### src/rtl/par_tx_pkg.sv
// Shared types and line-level constants for the parity-framed serial transmitter.
package par_tx_pkg;

    typedef enum logic [2:0] {
        IDLE,
        START,
        DATA,
        PARITY,
        STOP
    } state_t;

    localparam logic START_BIT  = 1'b0;
    localparam logic STOP_BIT   = 1'b1;
    localparam logic IDLE_LEVEL = 1'b1;

endpackage

### src/rtl/par_gen.sv
// Combinational even/odd parity generator for a DATA_W-bit word.
module par_gen #(
    parameter int DATA_W = 4
) (
    input  logic [DATA_W-1:0] d,
    output logic              even,
    output logic              odd
);

    assign even = ^d;
    assign odd  = ~^d;

endmodule

### src/rtl/par_frame_tx.sv
// Serial transmitter: start, data LSB-first, parity, stop; each bit lasts CLKS_PER_BIT cycles.
// Optional macro PAR_TX_ERR_INJ_EN adds Err_Inj, which inverts the transmitted parity bit per frame.
module par_frame_tx
    import par_tx_pkg::*;
#(
    parameter int DATA_W       = 4,
    parameter int CLKS_PER_BIT = 4
) (
    input  logic              clk,
    input  logic              rst_n,
    input  logic [DATA_W-1:0] Data,
    input  logic              Odd_Sel,
    input  logic              Valid,
`ifdef PAR_TX_ERR_INJ_EN
    input  logic              Err_Inj,
`endif
    output logic              Ready,
    output logic              TxD,
    output logic              Busy,
    output logic              Even_Parity,
    output logic              Odd_Parity
);

    localparam int BAUD_W = (CLKS_PER_BIT > 1) ? $clog2(CLKS_PER_BIT) : 1;
    localparam int BIT_W  = (DATA_W > 1) ? $clog2(DATA_W) : 1;
    localparam logic [BAUD_W-1:0] BAUD_LAST = BAUD_W'(CLKS_PER_BIT - 1);
    localparam logic [BIT_W-1:0]  BIT_LAST  = BIT_W'(DATA_W - 1);

    state_t              state, state_nxt;
    logic [BAUD_W-1:0]   baud_cnt;
    logic [BIT_W-1:0]    bit_cnt;
    logic [DATA_W-1:0]   shift;
    logic                odd_sel_q;
    logic                err_inj_q;
    logic                gen_even, gen_odd;
    logic                accept, baud_done, bit_done, par_bit;

    par_gen #(.DATA_W(DATA_W)) u_par_gen (
        .d    (Data),
        .even (gen_even),
        .odd  (gen_odd)
    );

    assign Ready     = (state == IDLE);
    assign Busy      = (state != IDLE);
    assign accept    = Valid & Ready;
    assign baud_done = (baud_cnt == BAUD_LAST);
    assign bit_done  = (bit_cnt == BIT_LAST);

`ifdef PAR_TX_ERR_INJ_EN
    assign par_bit = (odd_sel_q ? Odd_Parity : Even_Parity) ^ err_inj_q;
`else
    assign par_bit = odd_sel_q ? Odd_Parity : Even_Parity;
    assign err_inj_q = 1'b0;
`endif

    // NOTE: sequential state uses non-blocking assignments so every register samples pre-edge values.
    always_ff @(posedge clk or negedge rst_n) begin
        if (!rst_n) state <= IDLE;
        else        state <= state_nxt;
    end

    // NOTE: defaults assigned first so no path through the case leaves an output unassigned (no latch).
    always_comb begin
        state_nxt = state;
        TxD       = IDLE_LEVEL;
        unique case (state)
            IDLE: begin
                if (accept) state_nxt = START;
            end
            START: begin
                TxD = START_BIT;
                if (baud_done) state_nxt = DATA;
            end
            DATA: begin
                TxD = shift[0];
                if (baud_done && bit_done) state_nxt = PARITY;
            end
            PARITY: begin
                TxD = par_bit;
                if (baud_done) state_nxt = STOP;
            end
            STOP: begin
                TxD = STOP_BIT;
                if (baud_done) state_nxt = IDLE;
            end
            default: state_nxt = IDLE;
        endcase
    end

    // Frame datapath: everything the frame needs is captured on accept, so later input changes are harmless.
    always_ff @(posedge clk or negedge rst_n) begin
        if (!rst_n) begin
            baud_cnt    <= '0;
            bit_cnt     <= '0;
            shift       <= '0;
            odd_sel_q   <= 1'b0;
            Even_Parity <= 1'b0;
            Odd_Parity  <= 1'b1;
        end else if (accept) begin
            baud_cnt    <= '0;
            bit_cnt     <= '0;
            shift       <= Data;
            odd_sel_q   <= Odd_Sel;
            Even_Parity <= gen_even;
            Odd_Parity  <= gen_odd;
        end else if (state != IDLE) begin
            if (baud_done) begin
                baud_cnt <= '0;
                if (state == DATA) begin
                    shift   <= shift >> 1;
                    bit_cnt <= bit_done ? '0 : bit_cnt + 1'b1;
                end
            end else begin
                baud_cnt <= baud_cnt + 1'b1;
            end
        end
    end

`ifdef PAR_TX_ERR_INJ_EN
    always_ff @(posedge clk or negedge rst_n) begin
        if (!rst_n)      err_inj_q <= 1'b0;
        else if (accept) err_inj_q <= Err_Inj;
    end
`endif

endmodule

### config.mk
export PLATFORM = sky130hd
export DESIGN_NAME = par_frame_tx
export DESIGN_NICKNAME = d
export VERILOG_FILES = /design/src/rtl/par_tx_pkg.sv /design/src/rtl/par_gen.sv /design/src/rtl/par_frame_tx.sv
export SDC_FILE = /design/constraint.sdc
export NUM_CORES = 1
export LEC_CHECK = 0
export ABC_AREA = 1
export CAP_MARGIN = 20
export CORE_ASPECT_RATIO = 1.1
export CORE_UTILIZATION = 24
export DETAILED_ROUTE_END_ITERATION = 6
export REMOVE_ABC_BUFFERS = 1
export SLEW_MARGIN = 30
export SYNTH_ARGS = -nofsm -noshare
export SYNTH_HDL_FRONTEND = slang
export SYNTH_SLANG_ARGS = --single-unit
### constraint.sdc
create_clock -name clk -period 2.55 [get_ports clk]
set_input_delay 0.3825 -clock clk [delete_from_list [all_inputs] [get_ports clk]]
set_output_delay 0.3825 -clock clk [all_outputs]
set_load 0.01 [all_outputs]
==> flow_metrics.tcl, run 1 <==
set metrics [dict create \
    worst-endpoint-required_ns 2.17 \
    ys_seq_area_share_pct 39.91 \
    seq_area_um2 351.6 \
    die_area_um2 3917 \
    grt_overflow 0 \
    drive_gt1_share_pct 20.17 \
    row_count 22 \
    nFillCells 391 \
    hold_class "primary input to asynchronous set/reset pin" \
    io_buffers 12 \
    ctsHoldBuffers 0 \
    whs_ns 0.4884 \
    power-per-cell-area_nw_per_um2 1189 \
    relSlewSlack_pct 57.02 \
    cts_tree "yes" \
    final_common_cell "nand2_1" \
    core_area_um2 3413 \
    drc 0 \
    pin_count 13 \
    ir_worst_vdd_mv 0.3153 \
    p_clk_share_pct 12.4 \
    period_share_pct 85.51 \
    p_int_uw 723.4 \
    finalHoldViolCount 0 \
    path_class "flop to output pin" \
    syn_avg_cell_area_um2 8.552 \
    dr.first_iter.drc_count 34 \
    p_sw_uw 581.7 \
    arrival_ns 1.80 \
    synth_cells 103 \
    routedWlPerCell_um 10.03 \
    yosysUniqueCellTypes 24 \
    finalSetupViolations 0 \
    worst_setup_path_start_kind "flop" \
    status "finished, final reports clean" \
    post_cts_buffers 0 \
    placedCellCount 163 \
    grt_usage_pct 9.805 \
    rrSetupSlack_ns 1.21 \
    dpl-instance-area_um2 1061 \
    grt_max_degree 15 \
    final_nets 131 \
    final_cells 167 \
    multi_input_area_um2 483.0 \
    min_period_ns 2.181 \
    tightestPinTransition_ns 0.6427 \
    cts_sinks 14 \
    cap_violations 0 \
    grt_pass1_wl_um 2932 \
    via_per_inst 4.186 \
    p_leak_uw 0.0005429 \
    cts-root-buf "clkbuf_4" \
    grt_antenna_before_repair 0 \
    final_area_um2 1097 \
    cp_max_fo 5 \
    syn_area_um2 880.8 \
    netSwitchingFraction_pct 44.57 \
    initial_core_util_pct 25.81 \
    routabilityCongestion 0.9651 \
    dieWidth_um 59.76 \
    fp.dieH_um 65.54 \
    startpoint "state[0]$_DFFE_PN0P_" \
    yosysWarnings 0 \
    diodes 0 \
    cts_buffer_depth 2 \
    clk_pin_slew_ns 0.09 \
    clock.fmax_mhz 458.6 \
    drt-pass1-iter-count 4 \
    cts_resized 0 \
    drtAntennaViolNets 0 \
    p_seq_share_pct 32.5 \
    clkLatencyLatePin_ns 0.28 \
    grt_pass1_vias 706 \
    rsz0062_at_grt "false" \
    syn2layout_area_growth_pct 24.57 \
    wirelength_um 1675 \
    ys_ff_latch 14 \
    comb_power_share_pct 55.1 \
    hpwl_um 1357 \
    post-route-util_pct 32.15 \
    num_vias 699 \
    maxSlewViolCount 0 \
    numCtsBuffers 3 \
    mostFrequentLayoutCells "31 x nand2_1, 13 x dfrtp_1, 12 x clkdlybuf4s50_1, 10 x nand3_1, 8 x inv_1" \
    crit_path_end_kind "output pin" \
    skew_ns 0.0009023 \
    h-tree-depth 1 \
    reg2reg_from "baud_cnt[0]$_DFFE_PN0P_" \
    setup-tns-final_ns 0 \
]
[stage by stage]
| step | power [uW] | setup slack (ns) |
|---|---|---|
| after CTS | 1318 | 0.3648 |
| after floorplan | 936.7 | 1.252 |
| after global routing | 1426 | 0.2579 |
| after detailed placement | 1152 | 0.6860 |
| after global placement | 1135 | 0.7329 |
| final | 1305 | 0.3694 |
[final timing paths]
| path | to | cells after the start |
|---|---|---|
| max | TxD | 6 |
| min | shift[2]$_DFFE_PN0P_ | 1 |
| max reg2reg | state[0]$_DFFE_PN0P_ | 8 |
| min reg2reg | shift[2]$_DFFE_PN0P_ | 2 |
| max in group asynchronous | Even_Parity$_DFFE_PN0N_ | 1 |
| min in group clk | shift[2]$_DFFE_PN0P_ | 2 |
[worst max-delay path, cell delays in order, from the launching register on]
cell             delay (ns)
dfrtp_1                0.46
inv_1                  0.12
nand2_1                0.09
nor2_4                 0.15
nand2_1                0.07
nand3_1                0.09
clkdlybuf4s50_1        0.53
[kinds of logic after synthesis]
logic type	count (synthesis)	synth area share [%]
xor gates and xnor gates	4	3.978
buffers and inverters	11	5.255
adders and majority gates	3	4.262
and+or+nand+nor	62	40.34
AOI/OAI and AO/OA	9	6.251
DFF	14	39.92
[registers in the layout, summed over array words and instances (netlist names)]
name / cells
bit_cnt: 2
shift: 4
baud_cnt: 2
state: 3
Odd_Parity: 1
Even_Parity: 1
odd_sel_q: 1
[cell type report]
cell class	count	area share [%]
Multi-Input combinational cell	78	44.01
Timing Repair Buffer	12	10.95
Clock buffer	4	3.307
Tap cell	48	5.473
Inverter	11	4.219
Sequential cell	14	32.04
[per-layer routing]
layer | global-route usage [%] | part of all wire (%)
met1 | 12.88 | 50
met2 | 14.86 | 43
met3 | 1.969 | 5.1
met5 | 0 | 0
met4 | 5.233 | 1.6
[synth_stat cells]
cell type	count	area (um^2)
nand2_1	31	116.4
dfrtp_1	13	325.3
nand3_1	10	50.05
inv_1	8	30.03
nor2_1	5	18.77
nand2_2	4	25.02
nor2_4	4	45.04
ha_1	3	37.54
nand2_4	3	33.78
o21ai_1	3	15.01
inv_4	2	12.51
nand3_2	2	20.02
o21ai_0	2	10.01
xnor2_1	2	17.52
xor2_1	2	17.52
a22o_1	1	8.760
dfstp_2	1	26.28
inv_2	1	3.750
nand2_8	1	20.02
nor2_8	1	20.02
o211ai_1	1	7.510
o21a_1	1	7.510
o22ai_1	1	6.260
or2_2	1	6.260
[power by group through the flow]
stage	clock (uW)	combinational, uW	sequential [uW]
finish	162	719	424
global route	174	811	440
floorplan	0	525	412
detailed placement	0	725	427
CTS	166	728	424
global placement	0	712	424
Note: power is estimated with default switching activity, not from simulation.
==> run 2, diff against run 1 <==
--- a/config.mk
+++ b/config.mk
@@ -5,10 +5,10 @@
 export SDC_FILE = /design/constraint.sdc
 export NUM_CORES = 1
 export LEC_CHECK = 0
-export ABC_AREA = 1
 export CAP_MARGIN = 20
 export CORE_ASPECT_RATIO = 1.1
 export CORE_UTILIZATION = 24
+export CTS_BUF_LIST = sky130_fd_sc_hd__clkbuf_4
 export DETAILED_ROUTE_END_ITERATION = 6
 export REMOVE_ABC_BUFFERS = 1
 export SLEW_MARGIN = 30
==> flow_metrics.tcl, run 2 <==
set metrics [dict create \
    crit_path_end_kind "output pin" \
    synth_common_cells "13 x dfrtp_1, 11 x nand2_1, 5 x a21oi_1" \
    grt_usage_pct 9.647 \
    cts_resized 0 \
    rsz0062_at_grt "false" \
    placedCellCount 116 \
    final_common_cell "dfrtp_1" \
    grt_antenna_before_repair 0 \
    cts_buffer_depth 2 \
    min_period_ns 2.328 \
    num_vias 567 \
    grt_overflow 0 \
    power-per-cell-area_nw_per_um2 1126 \
    cts_tree "yes" \
    skew_ns 0.004239 \
    synthTopCellsByArea "dfrtp_1 43%, nand2_1 5.5%, ha_1 5.0%, dfstp_2 3.5%, a21oi_1 3.3%" \
    cap_violations 0 \
    hold_class "flop to flop" \
    finalSetupViolations 0 \
    final_nets 98 \
    hpwl_um 1066 \
    p_seq_share_pct 41.4 \
    final_cells 120 \
    arrival_ns 1.95 \
    yosysMostFrequentCell "dfrtp_1" \
    final_area_um2 928.4 \
    ctsHoldBuffers 0 \
    worst-endpoint-required_ns 2.17 \
    post-route-util_pct 30.72 \
    drt-pass1-iter-count 4 \
    clkLatencyLatePin_ns 0.27 \
    clock.fmax_mhz 429.6 \
    numCtsBuffers 3 \
    cts-root-buf "clkbuf_4" \
    netSwitchingFraction_pct 36.82 \
    drtAntennaViolNets 0 \
    p_int_uw 660.6 \
    drive_gt1_share_pct 12.79 \
    routabilityCongestion 0.7421 \
    post_cts_buffers 0 \
    period_share_pct 91.28 \
    p_leak_uw 0.0003947 \
    ys_async_sr_fraction_pct 100.0 \
    ir_worst_vdd_mv 0.4973 \
    setup-tns-final_ns 0 \
    grt_pass1_wl_um 2490 \
    yosysUniqueCellTypes 26 \
    worst_setup_path_start_kind "flop" \
    finalHoldViolCount 0 \
    reg_top3 "shift x4, state x3" \
    die_area_um2 3383 \
    fp.dieH_um 60.90 \
    synthFlopType "dfrtp_1" \
    dpl-instance-area_um2 902.1 \
    p_sw_uw 385.1 \
    status "finished, final reports clean" \
    largest_reg_flops 4 \
    p_clk_share_pct 11.7 \
    synth_cells 72 \
    cts_sinks 14 \
    relSlewSlack_pct 57.16 \
    maxSlewViolCount 0 \
    syn2layout_area_growth_pct 22.64 \
    drc 0 \
    power_uw 1046 \
    clk_pin_slew_ns 0.08 \
    wirelength_um 1415 \
    ys_ff_latch 14 \
    top_register "shift" \
    cp_max_fo 9 \
    initial_core_util_pct 25.05 \
    grt_pass1_vias 566 \
    synth_top_area_share_pct 42.98 \
    mostFrequentLayoutCells "13 x dfrtp_1, 12 x clkdlybuf4s50_1, 11 x nand2_1, 5 x a21oi_1" \
    tightestPinTransition_ns 0.6406 \
    yosysWarnings 0 \
    pin_count 13 \
    dr.first_iter.drc_count 11 \
    comb_power_share_pct 46.9 \
    core_area_um2 3022 \
    syn_avg_cell_area_um2 10.51 \
    synth.largest_area_cell "dfrtp_1" \
    row_count 21 \
    synth_edf_count 0 \
    grt_max_degree 15 \
    ys_seq_area_share_pct 46.45 \
    diodes 0 \
    path_class "flop to output pin" \
    syn_area_um2 757.0 \
    h-tree-depth 1 \
    dieWidth_um 55.55 \
    routedWlPerCell_um 11.79 \
    via_per_inst 4.725 \
    io_buffers 12 \
]
run 2: worst max-delay path: stages (launching register included):
cell,delay [ns]
dfrtp_1,0.49
nor3_1,0.54
clkdlybuf4s50_1,0.64
run 2: cell type report:
cell class,count,area (um^2)
clock inverters,1,3.754
repair buffers,14,135.1
clock buffers,3,22.52
well taps,34,42.54
fillers,315,2093
flip-flops and latches,14,351.6
multi-input cells,50,357.8
inverters,4,15.01
run 2: worst paths after layout:
path	from	endpoint	slack [ns]	depth (start not counted)
max in group asynchronous	rst_n	odd_sel_q$_DFFE_PN0N_	1.63	1
hold reg to reg	odd_sel_q$_DFFE_PN0N_	odd_sel_q$_DFFE_PN0N_	0.49	2
setup reg to reg	baud_cnt[0]$_DFFE_PN0P_	shift[0]$_DFFE_PN0P_	0.98	5
min in group asynchronous	rst_n	shift[2]$_DFFE_PN0P_	0.50	1
setup / recovery	state[2]$_DFFE_PN0P_	Ready	0.22	2
hold / removal	odd_sel_q$_DFFE_PN0N_	odd_sel_q$_DFFE_PN0N_	0.49	2
run 2: cell families after synthesis:
family                   count (synthesis)  share of synthesized area [%]
flip-flops                              14                          46.45
AO/OA/AOI/OAI                           14                          12.23
multiplexers                             4                          7.272
AND/OR/NAND/NOR                         26                          19.34
adder cells (fa/ha/maj)                  3                          4.959
XOR/XNOR                                 3                          3.472
buffers and inverters                    8                          6.280
run 2: per-layer routing:
| layer | wire (um) | GRT usage (%) |
|---|---|---|
| met1 | 661 | 11.11 |
| met2 | 679 | 17.04 |
| met3 | 62 | 1.706 |
| met4 | 10 | 6.071 |
| met5 | 0 | 0 |
run 2: per-stage QoR:
step / worst slack (ns) / hold slack [ns]
after floorplan: 0.6099 / 0.08691
after global routing: 0.08943 / 0.5302
after CTS: 0.2143 / 0.5025
after detailed placement: 0.5163 / 0.4739
final: 0.2224 / 0.4941
after global placement: 0.5325 / 0.4719
run 2: power groups by stage:
stage	Combinational (uW)	Sequential [uW]	Clock, uW
global placement	487	431	0
detailed placement	493	437	0
global route	547	449	139
CTS	499	433	130
floorplan	291	438	0
finish	490	433	123
==> run 3, diff against run 2 <==
--- a/config.mk
+++ b/config.mk
@@ -9,8 +9,9 @@
 export CORE_ASPECT_RATIO = 1.1
 export CORE_UTILIZATION = 24
 export CTS_BUF_LIST = sky130_fd_sc_hd__clkbuf_4
+export CTS_CLUSTER_DIAMETER = 30
 export DETAILED_ROUTE_END_ITERATION = 6
-export REMOVE_ABC_BUFFERS = 1
+export SETUP_SLACK_MARGIN = 0.3
 export SLEW_MARGIN = 30
 export SYNTH_ARGS = -nofsm -noshare
 export SYNTH_HDL_FRONTEND = slang
==> flow_metrics.tcl, run 3 (synthesis gave the netlist of run 2 again) <==
set metrics [dict create \
    skew_ns 0.005186 \
    row_count 21 \
    drt-met1-wl_um 681 \
    initial_core_util_pct 25.05 \
    drc 0 \
    arrival_ns 1.76 \
    p_clk_share_pct 13.2 \
    setup-tns-final_ns 0 \
    comb_power_share_pct 45.9 \
    tightestPinTransition_ns 0.6515 \
    pin_count 13 \
    p_seq_share_pct 40.9 \
    dr.first_iter.drc_count 10 \
    hold_class "flop to flop" \
    die_area_um2 3383 \
    worst-endpoint-required_ns 2.17 \
    worst_setup_path_start_kind "flop" \
    synth_fp_nets 83 \
    period_share_pct 83.89 \
    wirelength_um 1416 \
    multi_input_area_um2 362.8 \
    largest_reg_flops 4 \
    power-per-cell-area_nw_per_um2 1131 \
    grt_usage_pct 9.541 \
    route.met3.wl_um 61 \
    met2_wirelength_um 668 \
    mostFrequentLayoutCells "13 x dfrtp_1, 11 x nand2_1, 11 x clkdlybuf4s50_1, 5 x a21oi_1" \
    cap_violations 0 \
    drt-pass1-iter-count 2 \
    grt_overflow 0 \
    routedWlPerCell_um 11.80 \
    via_per_inst 4.783 \
    hpwl_um 1100 \
    clock.fmax_mhz 467.5 \
    finalSetupViolations 0 \
    seq_area_um2 351.6 \
    nFillCells 307 \
    cts_buffer_depth 2 \
    cts-root-buf "clkbuf_4" \
    netSwitchingFraction_pct 36.73 \
    drive_gt1_share_pct 15.12 \
    status "finished, final reports clean" \
    clk_pin_slew_ns 0.08 \
    dieWidth_um 55.55 \
    rrSetupSlack_ns 0.95 \
    grt_antenna_before_repair 0 \
    reg_top3 "shift x4, state x3" \
    final_nets 98 \
    clkLatencyLatePin_ns 0.27 \
    relSlewSlack_pct 56.43 \
    grt_pass1_wl_um 2511 \
    final_area_um2 939.7 \
    top_register "shift" \
    rsz0062_at_grt "false" \
    path_class "flop to output pin" \
    numCtsBuffers 3 \
    post_cts_buffers 0 \
    final_common_cell "dfrtp_1" \
    core_area_um2 3022 \
    routabilityCongestion 0.6807 \
    post-route-util_pct 31.10 \
    crit_path_end_kind "output pin" \
    p_leak_uw 0.0004107 \
    num_vias 574 \
    io_buffers 12 \
    cts_sinks 14 \
    dpl-instance-area_um2 902.1 \
    cts_tree "yes" \
    finalHoldViolCount 0 \
    grt_pass1_vias 565 \
    dr.max_layer_used "met4" \
    cp_max_fo 9 \
    maxSlewViolCount 0 \
    syn2layout_area_growth_pct 24.13 \
    diodes 0 \
    fp.dieH_um 60.90 \
    min_period_ns 2.139 \
    p_int_uw 672.4 \
    ir_worst_vdd_mv 0.5620 \
    drtAntennaViolNets 0 \
    p_sw_uw 390.4 \
    grt_max_degree 15 \
    h-tree-depth 1 \
]
-- run 3: changes by cell type in the layout (fill, tap and decap cells not counted), sizes merged --
cell / delta
clkbuf: +1
clkdlybuf4s50: -1
clkinv: -1
dlymetal6s2s: +1
-- run 3: layout make-up --
cell class                 instances  share of cell area, %
sequential                        14                  37.42
inverter                           4                  1.598
clock buffer                       4                  3.196
tap                               34                  4.527
timing repair buffer              14                  14.65
multi-input combinational         50                  38.62
-- run 3: power by group through the flow --
stage          registers (uW)  logic, uW  clock network, uW
3_5_place_dp              437        496                  0
5_1_grt                   455        549                155
2_1_floorplan             397        365                  0
6_report                  435        488                140
3_3_place_gp              431        487                  0
4_1_cts                   437        502                145
-- run 3: worst max-delay path, cell delays in order, from the launching register on --
cell,delay (ns)
dfrtp_1,0.49
nor3_2,0.39
clkdlybuf4s50_1,0.60
-- run 3: final timing paths --
| path | startpoint | end | cells past startpoint |
|---|---|---|---|
| worst min register to register | odd_sel_q$_DFFE_PN0N_ | odd_sel_q$_DFFE_PN0N_ | 2 |
| max in group asynchronous | rst_n | state[2]$_DFFE_PN0P_ | 1 |
| worst max register to register | state[1]$_DFFE_PN0P_ | bit_cnt[0]$_DFFE_PN0P_ | 4 |
| min in group asynchronous | rst_n | shift[1]$_DFFE_PN0P_ | 1 |
| worst max-delay path | state[2]$_DFFE_PN0P_ | Ready | 2 |
| worst min-delay path | odd_sel_q$_DFFE_PN0N_ | odd_sel_q$_DFFE_PN0N_ | 2 |
-- run 3: routing by layer --
metal / vias up / GRT usage (%)
met3: 2 / 1.493
met2: 15 / 16.52
met5: - / 0
li1: 283 / -
met4: 0 / 3.214
met1: 274 / 12.38
-- run 3: through the flow --
| step | worst slack, ns | hold WS (ns) | instances | power, uW |
|---|---|---|---|---|
| 2_1_floorplan | 0.9570 | 0.08691 | 72 | 762.0 |
| 3_3_place_gp | 0.5213 | 0.4734 | 116 | 917.4 |
| 3_5_place_dp | 0.4722 | 0.4688 | 116 | 933.5 |
| 4_1_cts | 0.3439 | 0.4989 | 120 | 1084 |
| 5_1_grt | 0.3234 | 0.5338 | 120 | 1159 |
| 6_report | 0.4109 | 0.4947 | 120 | 1063 |
-- run 3: timing repair --
item                       4_1_cts  5_1_grt
gates resized for setup          1        1
setup endpoints to repair        2        1
hold buffers                     0        0
pin swaps                        0        0
